## config.mk

```make
export PLATFORM = sky130hd
export DESIGN_NAME = imem_arbiter_flat
export DESIGN_NICKNAME = d
export VERILOG_FILES = /design/src/rtl/imem_arbiter_if.sv /design/src/rtl/imem_arbiter.sv /design/src/flat_wrapper.sv
export SDC_FILE = /design/constraint.sdc
export NUM_CORES = 1
export LEC_CHECK = 0
export CELL_PAD_IN_SITES_DETAIL_PLACEMENT = 1
export CELL_PAD_IN_SITES_GLOBAL_PLACEMENT = 2
export CORE_ASPECT_RATIO = 1.75
export CORE_MARGIN = 2
export CORE_UTILIZATION = 17
export DETAILED_ROUTE_END_ITERATION = 7
export GPL_ROUTABILITY_DRIVEN = 0
export PLACE_DENSITY = 0.93
export RECOVER_POWER = 25
export REMOVE_ABC_BUFFERS = 1
export SETUP_SLACK_MARGIN = 0.15
export SLEW_MARGIN = 15
export SYNTH_ARGS = -nofsm -noshare
export SYNTH_HDL_FRONTEND = slang
export SYNTH_SLANG_ARGS = --single-unit
```

## constraint.sdc

```tcl
create_clock -name clk -period 3 [get_ports clk]
set_clock_uncertainty 0.1 [all_clocks]
set_input_delay 0.9 -clock clk [delete_from_list [all_inputs] [get_ports clk]]
set_output_delay 0.9 -clock clk [all_outputs]
set_load 0.03 [all_outputs]
```

## src/rtl/imem_arbiter_if.sv

```systemverilog
// imem_arbiter_if: core fetch, program loader and IMEM array signals of the instruction memory arbiter
interface imem_arbiter_if #(
  parameter int ADDR_W = 32,
  parameter int DATA_W = 32
);
  logic              boot_done;
  logic              core_hold;
  logic              fetch_req;
  logic [ADDR_W-1:0] fetch_addr;
  logic              fetch_gnt;
  logic              fetch_rvalid;
  logic [DATA_W-1:0] fetch_rdata;
  logic              fetch_err;
  logic              ld_req;
  logic              ld_we;
  logic [ADDR_W-1:0] ld_addr;
  logic [DATA_W-1:0] ld_wdata;
  logic              ld_gnt;
  logic              ld_rvalid;
  logic [DATA_W-1:0] ld_rdata;
  logic              ld_err;
  logic [ADDR_W-1:0] mem_addr;
  logic              mem_we;
  logic [DATA_W-1:0] mem_wd;
  logic [DATA_W-1:0] mem_rd;
  modport slave (
    input  boot_done, fetch_req, fetch_addr, ld_req, ld_we, ld_addr, ld_wdata, mem_rd,
    output core_hold, fetch_gnt, fetch_rvalid, fetch_rdata, fetch_err,
           ld_gnt, ld_rvalid, ld_rdata, ld_err, mem_addr, mem_we, mem_wd
  );
  modport master (
    output boot_done, fetch_req, fetch_addr, ld_req, ld_we, ld_addr, ld_wdata, mem_rd,
    input  core_hold, fetch_gnt, fetch_rvalid, fetch_rdata, fetch_err,
           ld_gnt, ld_rvalid, ld_rdata, ld_err, mem_addr, mem_we, mem_wd
  );
endinterface

```

## src/rtl/imem_arbiter.sv

```systemverilog
// imem_arbiter: shares the single-port IMEM between core fetch and program loader, boot hold plus starvation-bounded loader priority
module imem_arbiter #(
  parameter int ADDR_W      = 32,
  parameter int DATA_W      = 32,
  parameter int DEPTH_WORDS = 128,
  parameter int STARVE_LIM  = 4
) (
  input logic           clk,
  input logic           reset,
  imem_arbiter_if.slave bus
);
  typedef enum logic {BOOT, RUN} state_t;
  localparam int CW = $clog2(STARVE_LIM + 1);
  state_t          state, state_nx;
  logic [CW-1:0]   starve_cnt;
  logic            starve, f_ok, l_ok;
  function automatic logic legal(input logic [ADDR_W-1:0] a);
    return a[1:0] == 2'b00 && (a >> 2) < ADDR_W'(DEPTH_WORDS);
  endfunction
  always_ff @(posedge clk)
    state <= reset ? BOOT : state_nx;
  always_comb
    state_nx = (state == BOOT && bus.boot_done) ? RUN : state;
  always_comb begin
    bus.core_hold = state == BOOT;
    starve        = bus.fetch_req && starve_cnt == CW'(STARVE_LIM);
    bus.ld_gnt    = !reset && bus.ld_req && !(state == RUN && starve);
    bus.fetch_gnt = !reset && state == RUN && bus.fetch_req && (!bus.ld_req || starve);
    bus.mem_addr  = bus.ld_gnt ? bus.ld_addr : bus.fetch_gnt ? bus.fetch_addr : '0;
    l_ok          = legal(bus.ld_addr);
    f_ok          = legal(bus.fetch_addr);
    bus.mem_we    = bus.ld_gnt && bus.ld_we && l_ok;
    bus.mem_wd    = bus.ld_gnt ? bus.ld_wdata : '0;
  end
  // Responses capture mem_rd at the grant edge; illegal accesses return zero data with err.
  always_ff @(posedge clk) begin
    if (reset) begin
      bus.fetch_rvalid <= 1'b0;
      bus.fetch_rdata  <= '0;
      bus.fetch_err    <= 1'b0;
      bus.ld_rvalid    <= 1'b0;
      bus.ld_rdata     <= '0;
      bus.ld_err       <= 1'b0;
    end else begin
      bus.fetch_rvalid <= bus.fetch_gnt;
      bus.fetch_rdata  <= (bus.fetch_gnt && f_ok) ? bus.mem_rd : '0;
      bus.fetch_err    <= bus.fetch_gnt && !f_ok;
      bus.ld_rvalid    <= bus.ld_gnt;
      bus.ld_rdata     <= (bus.ld_gnt && !bus.ld_we && l_ok) ? bus.mem_rd : '0;
      bus.ld_err       <= bus.ld_gnt && !l_ok;
    end
  end
  always_ff @(posedge clk) begin
    if (reset || !bus.fetch_req || bus.fetch_gnt)
      starve_cnt <= '0;
    else if (state == RUN && bus.ld_gnt)
      starve_cnt <= starve_cnt + CW'(1);
  end
endmodule

```

## src/flat_wrapper.sv

```systemverilog
// flat-port wrapper written by rule: the top's interface ports become plain ports
module imem_arbiter_flat 
#(
  parameter int ADDR_W      = 32,
  parameter int DATA_W      = 32,
  parameter int DEPTH_WORDS = 128,
  parameter int STARVE_LIM  = 4
)
  (clk, reset, bus_boot_done, bus_fetch_req, bus_fetch_addr, bus_ld_req, bus_ld_we, bus_ld_addr, bus_ld_wdata, bus_mem_rd, bus_core_hold, bus_fetch_gnt, bus_fetch_rvalid, bus_fetch_rdata, bus_fetch_err, bus_ld_gnt, bus_ld_rvalid, bus_ld_rdata, bus_ld_err, bus_mem_addr, bus_mem_we, bus_mem_wd);
  imem_arbiter_if #(.ADDR_W(ADDR_W), .DATA_W(DATA_W)) bus_i ();
  input logic clk;
  input logic reset;
  input wire logic [$bits(bus_i.boot_done)-1:0] bus_boot_done;
  input wire logic [$bits(bus_i.fetch_req)-1:0] bus_fetch_req;
  input wire logic [$bits(bus_i.fetch_addr)-1:0] bus_fetch_addr;
  input wire logic [$bits(bus_i.ld_req)-1:0] bus_ld_req;
  input wire logic [$bits(bus_i.ld_we)-1:0] bus_ld_we;
  input wire logic [$bits(bus_i.ld_addr)-1:0] bus_ld_addr;
  input wire logic [$bits(bus_i.ld_wdata)-1:0] bus_ld_wdata;
  input wire logic [$bits(bus_i.mem_rd)-1:0] bus_mem_rd;
  output wire logic [$bits(bus_i.core_hold)-1:0] bus_core_hold;
  output wire logic [$bits(bus_i.fetch_gnt)-1:0] bus_fetch_gnt;
  output wire logic [$bits(bus_i.fetch_rvalid)-1:0] bus_fetch_rvalid;
  output wire logic [$bits(bus_i.fetch_rdata)-1:0] bus_fetch_rdata;
  output wire logic [$bits(bus_i.fetch_err)-1:0] bus_fetch_err;
  output wire logic [$bits(bus_i.ld_gnt)-1:0] bus_ld_gnt;
  output wire logic [$bits(bus_i.ld_rvalid)-1:0] bus_ld_rvalid;
  output wire logic [$bits(bus_i.ld_rdata)-1:0] bus_ld_rdata;
  output wire logic [$bits(bus_i.ld_err)-1:0] bus_ld_err;
  output wire logic [$bits(bus_i.mem_addr)-1:0] bus_mem_addr;
  output wire logic [$bits(bus_i.mem_we)-1:0] bus_mem_we;
  output wire logic [$bits(bus_i.mem_wd)-1:0] bus_mem_wd;
  assign bus_i.boot_done = bus_boot_done;
  assign bus_i.fetch_req = bus_fetch_req;
  assign bus_i.fetch_addr = bus_fetch_addr;
  assign bus_i.ld_req = bus_ld_req;
  assign bus_i.ld_we = bus_ld_we;
  assign bus_i.ld_addr = bus_ld_addr;
  assign bus_i.ld_wdata = bus_ld_wdata;
  assign bus_i.mem_rd = bus_mem_rd;
  assign bus_core_hold = bus_i.core_hold;
  assign bus_fetch_gnt = bus_i.fetch_gnt;
  assign bus_fetch_rvalid = bus_i.fetch_rvalid;
  assign bus_fetch_rdata = bus_i.fetch_rdata;
  assign bus_fetch_err = bus_i.fetch_err;
  assign bus_ld_gnt = bus_i.ld_gnt;
  assign bus_ld_rvalid = bus_i.ld_rvalid;
  assign bus_ld_rdata = bus_i.ld_rdata;
  assign bus_ld_err = bus_i.ld_err;
  assign bus_mem_addr = bus_i.mem_addr;
  assign bus_mem_we = bus_i.mem_we;
  assign bus_mem_wd = bus_i.mem_wd;
  imem_arbiter #(.ADDR_W(ADDR_W), .DATA_W(DATA_W), .DEPTH_WORDS(DEPTH_WORDS), .STARVE_LIM(STARVE_LIM)) u_core (.clk(clk), .reset(reset), .bus(bus_i));
endmodule
```

Yosys cells after proc, flatten, opt, wreduce, memory -nomap -nowiden
Index checks and enable logic that the tools add are counted.
{ "word_totals": {"output_inout_bits": 136, "ff_bits": 72} }
{ "classes": {"addsub": 1, "bitwise": 3, "n_mux": 3, "eq_ne": 1, "n_reduce_logical": 32, "magnitude_cmp": 2} }
{ "op_table": {"columns": ["operator", "n"], "rows": [
  ["2-to-1 mux 32 bit", 3],
  ["< comparator 30 x 8 -> 1 bit (second input constant)", 2],
  ["logical AND 1 bit", 18],
  ["logical NOT 1 bit", 7],
  ["logical NOT 2 bit", 2],
  ["OR reduction 2 bit", 2],
  ["adder 3 x 1 -> 3 bit (second input constant)", 1],
  ["equality test 3 bit (second input constant)", 1],
  ["logical OR 1 bit", 3],
  ["inverter 1 bit", 3]
]} }

Logic depth before layout (Yosys ltp)
{ "depth": {"depth_word": 9, "mapped_depth": 7, "depth_no_buf": 6} }

Least setup slack after synthesis
No wires, ideal clock.
{ "synth_timing": {"path_kind": "input to output", "start": "input port bus_ld_addr[25]", "end": "output port bus_mem_we", "path_slack_ns": -0.273, "path_stages": 4, "t_arrival_ns": 2.273, "path_buffers": 1, "path_cell_list": "nor4_1 nand4_2 buf_6 nor4_2"} }
{ "synth_between": {"elab_chain_len": 3} }
{ "synth_rtl": {"columns": ["item", "line", "source"], "rows": [
  ["start, declared", "flat_wrapper.sv:18", "input wire logic [$bits(bus_i.ld_addr)-1:0] bus_ld_addr;"],
  ["< comparator 30 x 8 -> 1 bit", "imem_arbiter.sv:18", "return a[1:0] == 2'b00 && (a >> 2) < ADDR_W'(DEPTH_WORDS);"],
  ["logical AND 1 bit", "imem_arbiter.sv:18", null],
  ["logical AND 1 bit", "imem_arbiter.sv:32", "bus.mem_we = bus.ld_gnt && bus.ld_we && l_ok;"],
  ["end, declared", "flat_wrapper.sv:31", "output wire logic [$bits(bus_i.mem_we)-1:0] bus_mem_we;"]
]} }
No other way between the ends.

Worst setup path in the final report
{ "layout_timing": {"start": "input port bus_ld_addr[11]", "end": "output port bus_mem_we"} }
The elaborated chain is that of the path after synthesis.

==> metrics <==
drt total wl 17.7 mm; largest net degree at the start of global routing 34; most common flop cell mapped by yosys dfxtp_1; RSZ-0062 raised after global routing true; post-route cell area 7270 µm²; Clock Latency Late Sink 0.33 ns; Starting Density 17.3%; routed len/inst 20.6 µm; share of post-route cells with drive strength above 1 32.3%; CTS Buf Count 9; area of the multi-input gates 1700 µm²; crit-path cells dlygate4sd2_1, nor4_4, nand3_4, nor4_4, buf_4, buf_12; Syn-to-layout area delta 128%; arrival time worst endpoint 2.04 ns; Final HPWL DP 11.8 mm; Slowest-stage cell, CP nor4_4; total congestion overflow 0; Min-Delay Path Class flop to flop; Cell Rows 66; Synth area leaders dfxtp_1, nor4_2, and4_1, a22o_1, and3_1; clk buf depth 2; DR vias 3959; Tot GR Track Use 17.3%; vias in the first global route 4448; Post-DRT Antenna Nets 0; EDFF count, synth 0; largest delay contributor family on the critical path simple AND/OR/NAND/NOR gates; count of final max-slew check failures 0; Vert. Die Dim 185 µm; critical path fanouts, max 2; FFs w/ async S/R, synth 0%; Pleak 2.92 nW; status finished, violations left; Setup crit start kind input port; Post-Syn Instances 317; Clock transition at path regs 0.06 ns; Nets 750; Post-route DRC 0; worst hold slack 0.411 ns; most used cell, CP nor4_4; fill cell total of the finished layout 2064; vias per cell 4.61; Iter 0 DRT Violations 104; Yosys top cell area share 45.2%; initial antenna violation count 3; Max-Cap Viols 0; Crit path buffers/inverters 3; Die W 108 µm; boundary pin count 270; max_slew headroom 49.0%; Final Power 2.62 mW; post-synthesis sequential area ratio 45.2%; syn_area_per_cell 10.1 µm²; most instantiated cells after synthesis dfxtp_1, and3_1, and4_1; Final period util 101%; Reg area 1440 µm²; setup violators final 23; final hold violations 0; min Tclk post-route 3.04 ns; Setup crit end kind output pin; peak supply drop 0.251 mV; global-route wire length before repair 25.8 mm; core area 18500 µm²; drt first pass iters 4; YS warnings 0; clock sink count 72; area leader, netlist dfxtp_1; final worst slack -0.0446 ns; CTS root buf clkbuf_16; FF+latch count, synth 72; Post-Place Worst Slack -0.520 ns; I/O Buffers 269; Crit Path Class input port to output pin; FMAX 0.328 GHz; setup TNS -0.350 ns; Tightest Pin Transition 0.765 ns; failing checks setup timing; Die Footprint 19900 µm²; Distinct cells, synth 32; Worst path max stage delay 0.32 ns; Critical Path RT 2.00 ns; Final Util 39.3%; DP Area 6170 µm²; count leader, synth dfxtp_1; CTS H-tree lvls 3; Pwr Density 360 nW/µm²; Mapped Area 3190 µm²; final cell count without fillers 859; Placed Instances 820; hold_buf cts 0; CTS tree done
[what timing repair did]
item | 4_1_cts | 5_1_grt
setup endpoints to repair | 67 | 66
cloned | 9 | 0
pin swaps | 58 | 13
resized for setup | 220 | 10
buffers inserted | 9 | 3
[placed cells by master (no fill, tap or decap), drive strengths merged, types with 2 or more instances in the layout]
| master | instances |
|---|---|
| clkdlybuf4s50 | 169 |
| buf | 127 |
| dfxtp | 72 |
| nor4 | 43 |
| and3 | 36 |
| and4 | 33 |
| nand2 | 33 |
| a22o | 32 |
| clkbuf | 17 |
| dlygate4sd2 | 11 |
| inv | 6 |
| dlygate4sd3 | 5 |
| nor2 | 4 |
| o21ai | 3 |
| a21oi | 3 |
| clkdlybuf4s15 | 3 |
| diode | 2 |
| clkinv | 2 |
| a21bo | 2 |
| nand4 | 2 |
| nor3 | 2 |
| ha | 2 |
[cell families after synthesis]
group	synth area share, %
simple gates	37.3
flops	45.2
compound gates	10.8
buf+inv	5.92
fa+ha+maj	0.784
[registers in the layout, indices dropped and copies added (netlist names)]
register and cells:
u_core.state 1, u_core.bus.fetch_rdata 32, u_core.bus.fetch_rvalid 1, u_core.bus.ld_rdata 32
u_core.bus.fetch_err 1, u_core.bus.ld_err 1, u_core.starve_cnt 3, u_core.bus.ld_rvalid 1
[worst register-to-register path, cell delays in order, from the launching register on]
cell	delay, ns
dfxtp_1	0.35
inv_1	0.09
ha_4	0.18
a21bo_1	0.22
and3_4	0.25
buf_12	0.17
buf_12	0.12
buf_12	0.11
buf_4	0.14
buf_4	0.16
buf_4	0.21
and4_1	0.20
[layout make-up]
class,instances,share of cell area [%]
Multi-Input combinational cell,205,23.3
Tap cell,238,4.09
Timing Repair Buffer,320,48.2
Clock inverter,3,0.551
Antenna cell,2,0.0688
Sequential cell,72,19.8
Inverter,6,0.344
Clock buffer,13,3.58
[metal layers]
metal  GRT usage, %  wire length, µm  up-vias
li1               -                -     1800
met1           15.5             5560     1865
met2           32.5             9630      242
met3           5.56             1440       52
met4           11.2             1090        0
met5              0                0        -
[power breakdown]
| group | internal [mW] | switching (mW) |
|---|---|---|
| clock | 0.687 | 0.391 |
| combinational | 0.322 | 0.258 |
| sequential | 0.960 | 0.00279 |
[final timing paths]
| check | from | cells after the start | slack, ns | to |
|---|---|---|---|---|
| setup / recovery | bus_ld_addr[11] | 6 | -0.04 | bus_mem_we |
| hold / removal | u_core.starve_cnt[0]$_SDFFE_PP0P_ | 2 | 0.41 | u_core.starve_cnt[0]$_SDFFE_PP0P_ |
| setup reg to reg | u_core.starve_cnt[1]$_SDFFE_PP0P_ | 11 | 0.58 | u_core.bus.fetch_rdata[20]$_SDFF_PP0_ |
| hold reg to reg | u_core.starve_cnt[0]$_SDFFE_PP0P_ | 2 | 0.41 | u_core.starve_cnt[0]$_SDFFE_PP0P_ |
(Power assumes the default switching activity.)
